===== src/rtl/matrix_result_reader.sv =====
// Captures one product vector from Matrix_Mul and replays it over valid/ready.
// Define RESULT_SUM_EN to append a wrapping sum beat after the last element.
`ifndef WORD_SIZE
`define WORD_SIZE 16
`endif

module matrix_result_reader #(
  parameter int unsigned WORD_SIZE = `WORD_SIZE,
  parameter int unsigned VEC_LEN   = 8
) (
  input  logic                        src_clk,
  input  logic                        rst,
  input  logic                        in_valid,
  input  logic signed [WORD_SIZE-1:0] in_data,
  input  logic [3:0]                  in_qi,
  input  logic [3:0]                  in_qf,
  input  logic                        out_ready,
  output logic                        out_valid,
  output logic signed [WORD_SIZE-1:0] out_data,
  output logic [$clog2(VEC_LEN):0]    out_idx,
  output logic                        out_last,
  output logic [3:0]                  qi,
  output logic [3:0]                  qf,
  output logic                        busy,
  output logic                        err
);

  localparam int unsigned AW = $clog2(VEC_LEN);
  localparam int unsigned CW = AW + 1;
  localparam logic [CW-1:0] LastWr = CW'(VEC_LEN - 1);
`ifdef RESULT_SUM_EN
  localparam logic [CW-1:0] LastRd = CW'(VEC_LEN);
`else
  localparam logic [CW-1:0] LastRd = CW'(VEC_LEN - 1);
`endif

  typedef enum logic [1:0] {StIdle, StCollect, StDrain} state_e;

  state_e                      state_q, state_d;
  logic [CW-1:0]               wcnt_q, wcnt_d;
  logic [CW-1:0]               rcnt_q, rcnt_d;
  logic                        err_q, err_d;
  logic                        busy_q;
  logic [3:0]                  qi_q, qf_q;
  logic                        mem_we;
  logic [AW-1:0]               mem_waddr;
  logic                        cap_first;
  logic signed [WORD_SIZE-1:0] mem_q [VEC_LEN];

  always_comb begin
    state_d   = state_q;
    wcnt_d    = wcnt_q;
    rcnt_d    = rcnt_q;
    err_d     = err_q;
    mem_we    = 1'b0;
    mem_waddr = wcnt_q[AW-1:0];
    cap_first = 1'b0;
    unique case (state_q)
      StIdle: begin
        if (in_valid) begin
          mem_we    = 1'b1;
          mem_waddr = '0;
          cap_first = 1'b1;
          wcnt_d    = CW'(1);
          state_d   = StCollect;
        end
      end
      StCollect: begin
        if (in_valid) begin
          mem_we = 1'b1;
          wcnt_d = wcnt_q + CW'(1);
          if (wcnt_q == LastWr) begin
            rcnt_d  = '0;
            state_d = StDrain;
          end
        end
      end
      StDrain: begin
        // Input arriving while draining has nowhere to go; flag it and drop it.
        if (in_valid) begin
          err_d = 1'b1;
        end
        if (out_ready) begin
          if (rcnt_q == LastRd) begin
            rcnt_d  = '0;
            state_d = StIdle;
          end else begin
            rcnt_d = rcnt_q + CW'(1);
          end
        end
      end
      default: state_d = StIdle;
    endcase
  end

  always_ff @(posedge src_clk) begin
    if (rst) begin
      state_q <= StIdle;
      wcnt_q  <= '0;
      rcnt_q  <= '0;
      err_q   <= 1'b0;
      busy_q  <= 1'b0;
      qi_q    <= '0;
      qf_q    <= '0;
    end else begin
      state_q <= state_d;
      wcnt_q  <= wcnt_d;
      rcnt_q  <= rcnt_d;
      err_q   <= err_d;
      busy_q  <= (state_d != StIdle);
      if (cap_first) begin
        qi_q <= in_qi;
        qf_q <= in_qf;
      end
    end
  end

  // Buffer contents are don't-care after reset, so no reset term here.
  always_ff @(posedge src_clk) begin
    if (mem_we) begin
      mem_q[mem_waddr] <= in_data;
    end
  end

`ifdef RESULT_SUM_EN
  logic signed [WORD_SIZE-1:0] sum_q;

  // Element 0 restarts the accumulation; the sum wraps without saturation.
  always_ff @(posedge src_clk) begin
    if (rst) begin
      sum_q <= '0;
    end else if (cap_first) begin
      sum_q <= in_data;
    end else if (mem_we) begin
      sum_q <= sum_q + in_data;
    end
  end
`endif

  always_comb begin
    out_data = '0;
    if (state_q == StDrain) begin
`ifdef RESULT_SUM_EN
      if (rcnt_q == CW'(VEC_LEN)) begin
        out_data = sum_q;
      end else begin
        out_data = mem_q[rcnt_q[AW-1:0]];
      end
`else
      out_data = mem_q[rcnt_q[AW-1:0]];
`endif
    end
  end

  assign out_valid = (state_q == StDrain);
  assign out_idx   = out_valid ? rcnt_q : '0;
  assign out_last  = out_valid && (rcnt_q == LastRd);
  assign qi        = qi_q;
  assign qf        = qf_q;
  assign busy      = busy_q;
  assign err       = err_q;

endmodule

===== config.mk =====
export PLATFORM = sky130hd
export DESIGN_NAME = matrix_result_reader
export DESIGN_NICKNAME = d
export VERILOG_FILES = /design/src/rtl/matrix_result_reader.sv
export SDC_FILE = /design/constraint.sdc
export NUM_CORES = 1
export LEC_CHECK = 0
export BUFFER_PORTS_ARGS = -buffer_cell sky130_fd_sc_hd__clkbuf_2
export CAP_MARGIN = 20
export CORE_MARGIN = 1.5
export CORE_UTILIZATION = 53
export CTS_CLUSTER_DIAMETER = 60
export DETAILED_ROUTE_END_ITERATION = 7
export PLACE_DENSITY_LB_ADDON = 0.08
export SYNTH_ARGS = -nofsm -noshare
export SYNTH_HDL_FRONTEND = slang
export SYNTH_SLANG_ARGS = --single-unit

===== constraint.sdc =====
create_clock -name src_clk -period 3.25 [get_ports src_clk]
set_input_delay 0.1625 -clock src_clk [delete_from_list [all_inputs] [get_ports src_clk]]
set_output_delay 0.1625 -clock src_clk [all_outputs]
set_load 0.03 [all_outputs]

### Word-level counts from Yosys, hierarchy flattened

Memory sizes are Yosys's and may differ from the RTL's. A register that Yosys moved wholly into a read port is not among the register bits.
Cells that the tools add are included.

* $add $sub $neg: 2
* multipliers: 0
* divide/modulo/power cells: 0
* order comparisons: 0
* equality and inequality tests: 8
* shift operators: 0
* mux-type cells: 25
* bitwise operators: 0
* reduce and logical (&&, ||, !) cells: 9

Operator list (count)
* 2-to-1 mux 4 bit: 7
* 2-to-1 mux 16 bit: 1
* case mux 4 bit (2 select lines): 2
* 2-to-1 mux 3 bit: 4
* 2-to-1 mux 2 bit: 5
* adder 4 x 1 -> 4 bit (second input constant): 2
* equality test 4 x 3 -> 1 bit (second input constant): 2
* != test 2 bit (second input constant): 4
* case mux 2 bit (3 select lines): 1
* nonzero test 2 bit: 3
* 2-to-1 mux 1 bit: 5
* AND reduction 4 bit: 1
* AND reduction 3 bit: 1
* equality test 2 x 1 -> 1 bit (second input constant): 1
* equality test 2 bit (second input constant): 1
* zero test 2 bit: 1
* AND reduction 2 bit: 1
* OR reduction 2 bit: 1
* logical AND 1 bit: 1

* register bits: 20
* latch bits: 0
* memory bits (writable): 128
* memory bits (read-only): 0
* bits of input ports: 28
* logic and storage cells: 52
* memories kept: 1

Memory list
* mem_q: words 8, bits a word 16, rd ports 1, clocked after memory_dff 1, write ports 1, RTL line 48 `logic signed [WORD_SIZE-1:0] mem_q [VEC_LEN];`

### Logic depth before layout (Yosys ltp)

* depth in word-level cells: 6
* gate-level depth with buffers: 7

### Worst setup path after synthesis

Ideal clock, no wire load.

* path type: flip-flop to flip-flop
* start: reg state_q[1]
* end: mem mem_q[1][0] (netlist name) (enable)
* library setup time: 436 ps
* arrival time: 2576 ps
* setup slack: 238 ps
* stages on the path, launching flop included: 6
* path buffers: 2
* cells stage by stage: dfxtp_1 -> buf_4 -> nor2b_1 -> clkbuf_2 -> nand2_1 -> nor4b_1

* longest elaborated chain between the ends: 5
* elaborated cells between the ends (all ways): 7

Ends and longest elaborated chain
* start, declared: RTL line 39 `state_e state_q, state_d;`
* start signal, assigned: RTL line 98 `state_q <= StIdle;`
* start signal, assigned: RTL line 106 `state_q <= state_d;`
* equality test 2 x 1 -> 1 bit or zero test 2 bit (tied branches): RTL line 58 `unique case (state_q)`
* OR reduction 2 bit (no line)
* 2-to-1 mux 1 bit
* 2-to-1 mux 1 bit: RTL line 120 `if (mem_we) begin`
* 2-to-1 mux 1 bit (implied by the code): RTL line 121 `mem_q[mem_waddr] <= in_data;`
* end, declared: RTL line 48

Parallel ways exist; a longest one is shown, timed or not.

### Worst setup path in the final report

* start: reg state_q[0]
* end: out out_data[4]

* longest elaborated chain between the ends: 2

Ends and longest elaborated chain
* equality test 2 bit: RTL line 142 `if (state_q == StDrain) begin`
* 2-to-1 mux 16 bit: RTL line 142
* end, declared: RTL line 19 `output logic signed [WORD_SIZE-1:0] out_data,`

No other way between the ends.

==> impl_metrics.xml <==
<?xml version="1.0" encoding="UTF-8"?>
<metrics>
  <group name="setup_path">
    <metric name="setup.worst_path.end_class" unit="">output port</metric>
    <metric name="critical_path_source_type" unit="">flip-flop</metric>
    <metric name="required" unit="ps">3090</metric>
    <metric name="critPathArrivalTime" unit="ps">2490</metric>
    <metric name="criticalPathCategory" unit="">flip-flop to output port</metric>
    <metric name="cp_max_fo" unit="">23</metric>
  </group>
  <group name="floorplanning">
    <metric name="coreArea" unit="um2">10840</metric>
    <metric name="horiz_die_dim" unit="um">108.7</metric>
    <metric name="top_level_ports" unit="">60</metric>
    <metric name="die_y" unit="um">108.7</metric>
    <metric name="die-area" unit="um2">11810</metric>
    <metric name="initial_core_util" unit="%">54.58</metric>
    <metric name="rows" unit="">38</metric>
  </group>
  <group name="clock_tree">
    <metric name="cts_post_setup_buffers_inserted" unit="">0</metric>
    <metric name="cts_buffers" unit="">17</metric>
    <metric name="cts.path.max_buffers" unit="">2</metric>
    <metric name="cts-htree-levels" unit="">4</metric>
    <metric name="clk_root_buf" unit="">sky130_fd_sc_hd__clkbuf_8</metric>
    <metric name="clock_sinks" unit="">151</metric>
    <metric name="worst_skew_pair.late_latency" unit="ps">530</metric>
    <metric name="cts.clk_slew.worst_paths" unit="ps">60</metric>
    <metric name="cts_repair_resize_count" unit="">0</metric>
    <metric name="holdBufCountCts" unit="">26</metric>
    <metric name="cts_tree" unit="">yes</metric>
  </group>
  <group name="timing">
    <metric name="final-hold-violation-count" unit="">0</metric>
    <metric name="post_route_clock_period_utilization" unit="%">81.72</metric>
    <metric name="finalWorstPathRequiredPeriod" unit="ps">2656</metric>
    <metric name="worst_pin_slew" unit="ps">704.3</metric>
    <metric name="final.setup_skew" unit="ps">15.72</metric>
    <metric name="grt_setup_unrepaired" unit="">no</metric>
    <metric name="timing.fmax" unit="MHz">376.5</metric>
    <metric name="report.final.setup_viol" unit="">0</metric>
    <metric name="worst_slew_margin_relative_to_its_limit" unit="%">52.98</metric>
    <metric name="final-max-slew-violation-count" unit="">0</metric>
    <metric name="fin_tns_setup" unit="ps">0</metric>
  </group>
  <group name="job">
    <metric name="max_capacitance_violation_count" unit="">0</metric>
  </group>
  <group name="synthesis">
    <metric name="ys_seq_area_share" unit="%">72.74</metric>
    <metric name="synth_xor_xnor_area_share" unit="%">0</metric>
    <metric name="post_synth_and_or_nand_nor_area_fraction" unit="%">4.927</metric>
    <metric name="share_of_cell_area_taken_by_muxes_after_synthesis" unit="%">13.30</metric>
    <metric name="synth-async-reset-ratio" unit="%">0</metric>
    <metric name="synthCells" unit="">313</metric>
    <metric name="dominantRegCellSynth" unit="">sky130_fd_sc_hd__edfxtp_1</metric>
    <metric name="synth.cell_area" unit="um2">5917</metric>
    <metric name="dominant_combinational_cell_family_by_area_after_synthesis" unit="">multiplexers</metric>
    <metric name="synth.avg_cell_area" unit="um2">18.90</metric>
    <metric name="yosys_warnings" unit="">0</metric>
    <metric name="synth_fa_ha_area_share" unit="%">0.4229</metric>
    <metric name="ys_types" unit="">43</metric>
    <metric name="synth_compound_area_share" unit="%">6.090</metric>
    <metric name="mappedNetlistNets" unit="">343</metric>
    <metric name="ys_seq_elements" unit="">151</metric>
    <metric name="synth_enable_flop_cells" unit="">128</metric>
  </group>
  <group name="routing">
    <metric name="postRouteAntennaNets" unit="">0</metric>
    <metric name="drc" unit="">0</metric>
    <metric name="detail_route.vias_per_cell" unit="">5.664</metric>
    <metric name="totalWireLength" unit="um">11230</metric>
    <metric name="drt_iter0_drc" unit="">179</metric>
    <metric name="dr.pass1.iters" unit="">5</metric>
    <metric name="detailroute.via_count" unit="">3200</metric>
    <metric name="detail_route.wl_per_cell" unit="um">19.88</metric>
  </group>
  <group name="cells_and_area">
    <metric name="flow.area_growth_from_synthesis" unit="%">22.41</metric>
    <metric name="layout_cell_share_with_drive_strength_beyond_1" unit="%">30.35</metric>
    <metric name="final_nets" unit="">443</metric>
    <metric name="n_antenna_cell" unit="">0</metric>
    <metric name="layout_commonest_cell" unit="">sky130_fd_sc_hd__edfxtp_1</metric>
    <metric name="finalCoreUtilization" unit="%">66.82</metric>
    <metric name="final.fill_count" unit="">748</metric>
    <metric name="layout_common_cells" unit="">sky130_fd_sc_hd__edfxtp_1 (128), sky130_fd_sc_hd__clkbuf_2 (59), sky130_fd_sc_hd__dlygate4sd3_1 (26), sky130_fd_sc_hd__dfxtp_1 (22), sky130_fd_sc_hd__mux4_2 (17)</metric>
  </group>
  <group name="placed_design">
    <metric name="port_buffers" unit="">59</metric>
    <metric name="gp_congestion" unit="">0.7392</metric>
    <metric name="hpwlAfterDp" unit="um">6553</metric>
  </group>
  <group name="global_routing">
    <metric name="grt_pass1_vias" unit="">3152</metric>
    <metric name="overflow" unit="">0</metric>
    <metric name="grt_use_total" unit="%">21.09</metric>
    <metric name="grt_first_pass_wirelength" unit="um">17350</metric>
    <metric name="largest_net_degree_at_the_start_of_global_routing" unit="">33</metric>
    <metric name="antenna_found_initial" unit="">0</metric>
  </group>
  <group name="power">
    <metric name="powerDensity" unit="nW/um2">568.7</metric>
    <metric name="worst_vdd_drop" unit="V">0.0004440</metric>
    <metric name="design_power_total" unit="mW">4.119</metric>
    <metric name="power_leakage" unit="nW">2.532</metric>
  </group>
  <group name="hold_path">
    <metric name="min-delay-path-class" unit="">input pin to flip-flop</metric>
  </group>
  <group name="run_status">
    <metric name="status" unit="">completed</metric>
  </group>
</metrics>
## per-stage QoR
stage / hold WS [ps] / setup slack (ps) / area [um2] / std cells
after floorplan: 254.0 / 237.7 / 5917 / 313
after global placement: 384.4 / 1188 / 6426 / 508
after detailed placement: 396.1 / 1116 / 6426 / 508
after CTS: 61.07 / 572.8 / 7243 / 565
after global routing: 93.66 / 409.9 / 7243 / 565
final: 90.40 / 594.1 / 7243 / 565
## worst max-delay path, cell delays in order (launching register included)
cell and delay [ps]:
sky130_fd_sc_hd__dfxtp_1 770, sky130_fd_sc_hd__nand2b_2 290, sky130_fd_sc_hd__inv_2 90, sky130_fd_sc_hd__and2_1 160
sky130_fd_sc_hd__buf_4 210, sky130_fd_sc_hd__a22o_1 250, sky130_fd_sc_hd__clkbuf_2 180
## area by class of cell
class	instances	area, um2	share of cell area [%]
inverters	3	11.26	0.1555
clock inverters	12	135.1	1.866
clock buffers	19	421.7	5.821
repair buffers	101	700.7	9.674
multi-input cells	139	1494	20.63
well taps	140	175.2	2.418
flip-flops and latches	151	4305	59.44
## Yosys cell counts, types with 2 or more instances
| library cell | count | share of area, % |
|---|---|---|
| sky130_fd_sc_hd__buf_4 | 2 | 0.25 |
| sky130_fd_sc_hd__edfxtp_1 | 128 | 65 |
| sky130_fd_sc_hd__a31oi_1 | 3 | 0.32 |
| sky130_fd_sc_hd__and2_1 | 5 | 0.53 |
| sky130_fd_sc_hd__buf_2 | 5 | 0.42 |
| sky130_fd_sc_hd__o21ai_0 | 10 | 0.85 |
| sky130_fd_sc_hd__mux4_2 | 17 | 6.5 |
| sky130_fd_sc_hd__nand3_1 | 5 | 0.42 |
| sky130_fd_sc_hd__nand2_1 | 12 | 0.76 |
| sky130_fd_sc_hd__ha_1 | 2 | 0.42 |
| sky130_fd_sc_hd__a2bb2oi_1 | 2 | 0.30 |
| sky130_fd_sc_hd__a22o_1 | 16 | 2.4 |
| sky130_fd_sc_hd__nand4b_1 | 3 | 0.44 |
| sky130_fd_sc_hd__nand3b_1 | 3 | 0.38 |
| sky130_fd_sc_hd__mux4_1 | 15 | 6.7 |
| sky130_fd_sc_hd__inv_1 | 2 | 0.13 |
| sky130_fd_sc_hd__buf_12 | 2 | 0.68 |
| sky130_fd_sc_hd__a21oi_1 | 14 | 1.2 |
| sky130_fd_sc_hd__dfxtp_1 | 23 | 7.8 |
| sky130_fd_sc_hd__nor2_1 | 7 | 0.44 |
| sky130_fd_sc_hd__nor3_1 | 3 | 0.25 |
| sky130_fd_sc_hd__nor3b_1 | 2 | 0.25 |
| sky130_fd_sc_hd__nor2b_1 | 2 | 0.21 |
| sky130_fd_sc_hd__clkbuf_1 | 7 | 0.44 |
| sky130_fd_sc_hd__nand2b_1 | 2 | 0.21 |
| sky130_fd_sc_hd__o211ai_1 | 3 | 0.38 |
| sky130_fd_sc_hd__buf_6 | 2 | 0.38 |
## cell families after synthesis
logic type                 count (synthesis)
AOI/OAI and AO/OA                         53
DFF                                      151
adders and majority gates                  2
muxes                                     33
and+or+nand+nor                           51
buffers and inverters                     23
## final timing paths
| check | start | endpoint | slack [ps] | depth (start not counted) |
|---|---|---|---|---|
| hold / removal | rst | wcnt_q[1]$_SDFFE_PP0P_ | 90 | 2 |
| hold reg to reg | err$_SDFFE_PP0P_ | err$_SDFFE_PP0P_ | 480 | 2 |
| setup / recovery | state_q[0]$_SDFF_PP0_ | out_data[4] | 590 | 6 |
| setup reg to reg | state_q[1]$_SDFF_PP0_ | mem_q[3][1]$_DFFE_PP_ | 1080 | 4 |
## power breakdown
part	internal (mW)	switching [mW]
Combinational	0.0610	0.0774
Clock	1.15	0.687
Sequential	2.13	0.0158
Total	3.34	0.780
## state kept, by name, indices dropped and copies added, names as in the netlist, named ones only
signal and flops:
state_q 2, wcnt_q 4, mem_q 128, err 1
qf 4, qi 4, busy 1, rcnt_q 4
## layer usage
metal	wire, um	GRT usage, %	vias to the layer above
met1	4879	28.79	1615
met2	5603	32.57	91
met5	0	0	-
li1	-	-	1488
met3	660	6.993	6
met4	89	6.485	0
Note: power is estimated with default switching activity, not from simulation.
